==> config.mk <==
export PLATFORM = sky130hd
export DESIGN_NAME = floor_request_scheduler
export DESIGN_NICKNAME = d
export VERILOG_FILES = /design/src/rtl/floor_request_scheduler.sv
export SDC_FILE = /design/constraint.sdc
export NUM_CORES = 1
export LEC_CHECK = 0
export CAP_MARGIN = 25
export CORE_ASPECT_RATIO = 1.4
export CORE_MARGIN = 2
export CORE_UTILIZATION = 40
export CTS_CLUSTER_DIAMETER = 50
export DETAILED_ROUTE_END_ITERATION = 10
export SYNTH_ARGS = -nofsm -noshare
export SYNTH_HDL_FRONTEND = slang
export SYNTH_SLANG_ARGS = --single-unit
==> constraint.sdc <==
create_clock -name clk -period 2.7 [get_ports clk]
set_input_delay 0.54 -clock clk [delete_from_list [all_inputs] [get_ports clk]]
set_output_delay 0.54 -clock clk [all_outputs]
set_load 0.02 [all_outputs]
==> src/rtl/floor_request_scheduler.sv <==
// Three-floor elevator scheduler: latches floor calls, sequences travel/door/emergency states.
// All outputs are registered; floor moves every TRAVEL_CYCLES edges, door holds DOOR_CYCLES edges.
module floor_request_scheduler #(
    parameter int TRAVEL_CYCLES = 4,
    parameter int DOOR_CYCLES   = 6
) (
    input  logic clk,
    input  logic reset,
    input  logic st_floor_button,
    input  logic nd_floor_button,
    input  logic rd_floor_button,
    input  logic sos_button,
    input  logic weight_sensor,
    output logic st_floor_led,
    output logic nd_floor_led,
    output logic rd_floor_led,
    output logic st_floor_indicator,
    output logic nd_floor_indicator,
    output logic rd_floor_indicator,
    output logic door_status_led,
    output logic moving_up,
    output logic moving_down,
    output logic sos_led,
    output logic emergency_led,
    output logic weight_led
);

    typedef enum logic [2:0] {IDLE, MOVING_UP, MOVING_DOWN, DOOR_OPEN, EMERGENCY} state_t;

    localparam int TW = (TRAVEL_CYCLES > 1) ? $clog2(TRAVEL_CYCLES) : 1;
    localparam int DW = (DOOR_CYCLES > 1) ? $clog2(DOOR_CYCLES) : 1;
    localparam logic [TW-1:0] TRAVEL_LOAD = TW'(TRAVEL_CYCLES - 1);
    localparam logic [DW-1:0] DOOR_LOAD   = DW'(DOOR_CYCLES - 1);

    state_t        state_q, state_d;
    logic [2:0]    floor_q, floor_d;   // one-hot, bit 0 = floor 1
    logic [2:0]    pend_q, pend_d;
    logic [TW-1:0] tcnt_q, tcnt_d;
    logic [DW-1:0] dcnt_q, dcnt_d;
    logic          dir_q, dir_d;       // last travel direction, 1 = up
    logic          door_q, door_d;
    logic          up_q, up_d;
    logic          down_q, down_d;
    logic          emerg_q, emerg_d;
    logic          weight_q;

    logic [2:0] btn, set, clr, nxt;
    logic       going_up;

    // Prefer continuing in direction 'up'; reverse only if nothing lies ahead.
    function automatic state_t next_move(input logic [2:0] pend, input logic [2:0] f, input logic up);
        logic [2:0] above, below, ahead, behind;
        above  = {f[1] | f[0], f[0], 1'b0};
        below  = {1'b0, f[2], f[2] | f[1]};
        ahead  = up ? (pend & above) : (pend & below);
        behind = up ? (pend & below) : (pend & above);
        if (ahead != 3'b000)       return up ? MOVING_UP : MOVING_DOWN;
        else if (behind != 3'b000) return up ? MOVING_DOWN : MOVING_UP;
        else                       return IDLE;
    endfunction

    always_comb begin
        state_d  = state_q;
        floor_d  = floor_q;
        tcnt_d   = tcnt_q;
        dcnt_d   = dcnt_q;
        dir_d    = dir_q;
        btn      = {rd_floor_button, nd_floor_button, st_floor_button};
        set      = btn;
        clr      = 3'b000;
        going_up = (state_q == MOVING_UP);
        nxt      = going_up ? {floor_q[1:0], 1'b0} : {1'b0, floor_q[2:1]};

        case (state_q)
            IDLE: begin
                set = btn & ~floor_q;
                if ((btn & floor_q) != 3'b000 || (pend_q & floor_q) != 3'b000) begin
                    state_d = DOOR_OPEN;
                    dcnt_d  = DOOR_LOAD;
                    clr     = floor_q;
                end else if (pend_q != 3'b000 && !weight_sensor) begin
                    state_d = next_move(pend_q, floor_q, 1'b0);
                    tcnt_d  = TRAVEL_LOAD;
                end
            end
            MOVING_UP, MOVING_DOWN: begin
                if (tcnt_q != '0) begin
                    tcnt_d = tcnt_q - TW'(1);
                end else if (nxt == 3'b000) begin
                    state_d = IDLE;
                end else begin
                    floor_d = nxt;
                    if ((pend_q & nxt) != 3'b000) begin
                        // Serving this floor: a press on the arrival edge must not re-arm it.
                        clr     = nxt;
                        set     = btn & ~nxt;
                        state_d = DOOR_OPEN;
                        dcnt_d  = DOOR_LOAD;
                    end else begin
                        state_d = next_move(pend_q, nxt, going_up);
                        tcnt_d  = TRAVEL_LOAD;
                    end
                end
            end
            DOOR_OPEN: begin
                set = btn & ~floor_q;
                if (weight_sensor) begin
                    dcnt_d = DOOR_LOAD;
                end else if (dcnt_q == '0) begin
                    state_d = next_move(pend_q, floor_q, dir_q);
                    tcnt_d  = TRAVEL_LOAD;
                end else if ((btn & floor_q) != 3'b000) begin
                    dcnt_d = DOOR_LOAD;
                end else begin
                    dcnt_d = dcnt_q - DW'(1);
                end
            end
            EMERGENCY: begin
                set = 3'b000;
                if (!sos_button) state_d = IDLE;
            end
            default: state_d = IDLE;
        endcase

        pend_d = (pend_q & ~clr) | set;

        if (sos_button) begin
            state_d = EMERGENCY;
            pend_d  = 3'b000;
            floor_d = floor_q;
        end

        if (state_d == MOVING_UP)        dir_d = 1'b1;
        else if (state_d == MOVING_DOWN) dir_d = 1'b0;

        door_d  = (state_d == DOOR_OPEN);
        up_d    = (state_d == MOVING_UP);
        down_d  = (state_d == MOVING_DOWN);
        emerg_d = (state_d == EMERGENCY);
    end

    always_ff @(posedge clk or posedge reset) begin
        if (reset) begin
            state_q  <= IDLE;
            floor_q  <= 3'b001;
            pend_q   <= 3'b000;
            tcnt_q   <= '0;
            dcnt_q   <= '0;
            dir_q    <= 1'b1;
            door_q   <= 1'b0;
            up_q     <= 1'b0;
            down_q   <= 1'b0;
            emerg_q  <= 1'b0;
            weight_q <= 1'b0;
        end else begin
            state_q  <= state_d;
            floor_q  <= floor_d;
            pend_q   <= pend_d;
            tcnt_q   <= tcnt_d;
            dcnt_q   <= dcnt_d;
            dir_q    <= dir_d;
            door_q   <= door_d;
            up_q     <= up_d;
            down_q   <= down_d;
            emerg_q  <= emerg_d;
            weight_q <= weight_sensor;
        end
    end

    assign {rd_floor_led, nd_floor_led, st_floor_led}                   = pend_q;
    assign {rd_floor_indicator, nd_floor_indicator, st_floor_indicator} = floor_q;
    assign door_status_led = door_q;
    assign moving_up       = up_q;
    assign moving_down     = down_q;
    assign sos_led         = emerg_q;
    assign emergency_led   = emerg_q;
    assign weight_led      = weight_q;

endmodule

==> impl_metrics.ini <==
[critical_path]
cp_common_cell = a22o_1
crit_fanout = 10
path_buf_inv = 0
cp.required_ns = 2.90
critPathTopFamily = compound AO/OA/AOI/OAI gates
r2r_start = state_q[0]
critPathMaxStageDelay_ns = 0.53
arrival_ns = 2.61
reg2reg_to = dcnt_q[0]
path_class = reg2reg
crit_path_end_kind = flop
critPathLaunchType = flop
crit_chain = or3b_1, a22o_1, a22o_1, a311oi_2, or2_2, mux2i_1
r2r_setup_slack_ns = 0.30
rr_worst_depth = 6
critical-path-slowest-cell = or3b_1

[sta]
rsz0062_at_grt = false
finalHoldViolCount = 0
setup_violations = 0
min_period_over_period = 0.890
maxSlewViolCount = 0
max_slew_margin = 0.437
fmax_ghz = 0.416
timing.final.crit_period_ns = 2.40
tightest_slew_ns = 0.823
clock_skew_ns = 0.00556

[clocking]
htree_levels = 1
cts_made_buffers = 3
root_buffer = clkbuf_8
postCtsSetupBuffers = 0
cts_buffer_depth = 2
cts_resized = 0
cts_hold_buf = 0
cts.sinks = 20
cts_tree = yes
clk_pin_slew_ns = 0.08
clock_latency_ns = 0.27

[finish]
layoutNonFillerInstCount = 209
drive_above_1_share = 0.129
multi_input_area_sq_um = 687
finish.utilization = 0.512
antenna_cells = 0
nNetsFinal = 181
register_area_sq_um = 503
n_fill_cell = 310
syn_to_final_growth_pct = 22.8

[placed_design]
place.gp.congestion = 0.875
placed_cells = 205
io_buffer_count = 18
post-dp-hpwl_mm = 2.46

[power_and_ir_drop]
p_leak_nw = 0.708
totalPowerFinal_mw = 0.705
power_frac_clock = 0.445
combPwrFrac = 0.108
p_seq_frac = 0.447
sw_frac_of_total = 0.231
power_switching_mw = 0.163
internal-power_mw = 0.542
vdd_drop_max_uv = 275
p_per_area_nw_per_um2 = 441

[die]
pin_count = 19
die_area_sq_um = 3740
die_w_microns = 52.2
num_rows = 24
initial_core_util = 0.417
dieHeight_microns = 71.5
coreArea_sq_um = 3120

[yosys]
synth_fp_nets = 162
ys_seq_area_frac = 0.386
ys.flop_type = dfrtp_1
synth.most_common_cell = dfrtp_1
async_flop_share = 1.00
yosys_warnings = 0
synth_common_cells = dfrtp_1, inv_1, nand2_1, o21ai_0
syn-cell-area_sq_um = 1300
synth_top_area_share = 0.346
synth_top_area_cell = dfrtp_1
ys_types = 44
synth_edf_count = 0
yosys-top-cells-area = dfrtp_1, o21ai_0, a21oi_1, dfstp_2, inv_1
synth_seq_cells = 20
syn_inst = 152
avgSynthCellArea_sq_um = 8.57

[grt]
grt_pass1_vias = 1249
grt_max_degree = 21
grt_pass1_wl_mm = 5.94
grt_overflow = 0
grt_usage = 0.214
antenna_found_initial = 0

[drt]
drt_first_pass_iters = 4
via_per_inst = 5.76
post_drt_wl_per_cell_microns = 16.4
drt_iter0_drc = 43
drt-total-wl_mm = 3.43
drc = 0
final_antenna_net_count = 0
dr_total_vias = 1204

[run_status]
status = completed

[flow_run]
cap_violations = 0

[min_path]
hp-start = tcnt_q[0]
min_path_cells = 2
min_to = tcnt_q[0]
hp-class = reg2reg
[how the worst max path moves through the flow]
stage	startpoint	end	cells after the start
after global placement	st_floor_button	dir_q	8
after global routing	state_q[0]	dcnt_q[0]	6
after detailed placement	st_floor_button	dir_q	8
final	state_q[0]	dcnt_q[0]	6
after floorplan	state_q[1]	dcnt_q[0]	8
after CTS	st_floor_button	dir_q	8
[routing by layer]
metal  global-route usage  wire (microns)  vias up
met1                0.280            1530      577
li1                     -               -      587
met2                0.345            1640       33
met4                0.105              84        0
met3               0.0271             170        7
met5                    0               0        -
[tightest hold or removal path, stage by stage (launching register included)]
cell and delay [ns]:
dfrtp_1 0.34, o21ai_0 0.08, nand2_1 0.07
[power groups by stage]
stage          Combinational, mW  Sequential (mW)  Clock (mW)
2_1_floorplan             0.0347            0.326           0
3_3_place_gp              0.0746            0.321           0
3_5_place_dp              0.0762            0.321           0
4_1_cts                   0.0766            0.315       0.313
5_1_grt                   0.0840            0.316       0.324
6_report                  0.0761            0.315       0.314
[metrics by stage]
step	area, sq um	hold WS [ns]	worst slack (ns)	setup TNS (ns)
floorplan	1300	0.470	0.554	0
global placement	1530	0.491	0.0867	0
detailed placement	1530	0.493	-0.00594	-0.00594
CTS	1600	0.514	0.286	0
global route	1600	0.542	0.0899	0
finish	1600	0.521	0.297	0
[area by class of cell]
type                    instances  area share
multi-input cells             107       0.430
flip-flops and latches         20       0.315
repair buffers                 26       0.150
inverters                      13      0.0305
well taps                      39      0.0305
clock buffers                   3      0.0258
clock inverters                 1      0.0188
[logic make-up after synthesis]
| kind of cell | Yosys count | synth area share |
|---|---|---|
| compound gates | 53 | 0.284 |
| simple gates | 47 | 0.183 |
| fa+ha+maj | 3 | 0.0288 |
| flops | 20 | 0.386 |
| mux | 3 | 0.0240 |
| buf+inv | 25 | 0.0864 |
| xor+xnor | 1 | 0.00673 |
[flip-flops by register name, indices dropped and copies added (netlist names)]
register / cells
floor_q: 3
door_status_led: 1
weight_led: 1
moving_up: 1
dir_q: 1
moving_down: 1
state_q: 3
emergency_led: 1
pend_q: 3
tcnt_q: 2
dcnt_q: 3
[cell usage in the layout, fill, tap and decap left out, types with 3 or more instances in the layout]
cell type and instances:
dfrtp_1 18, clkdlybuf4s50_1 18, inv_1 13, nand2_1 13, o21ai_0 13, nor2_1 12, a21oi_1 12, buf_4 8
or2_2 4, nor2b_1 3, nor3_1 3, a211o_1 3, nand3_1 3, a31oi_1 3, ha_1 3, clkbuf_8 3
Power figures use the tool's default switching activity.
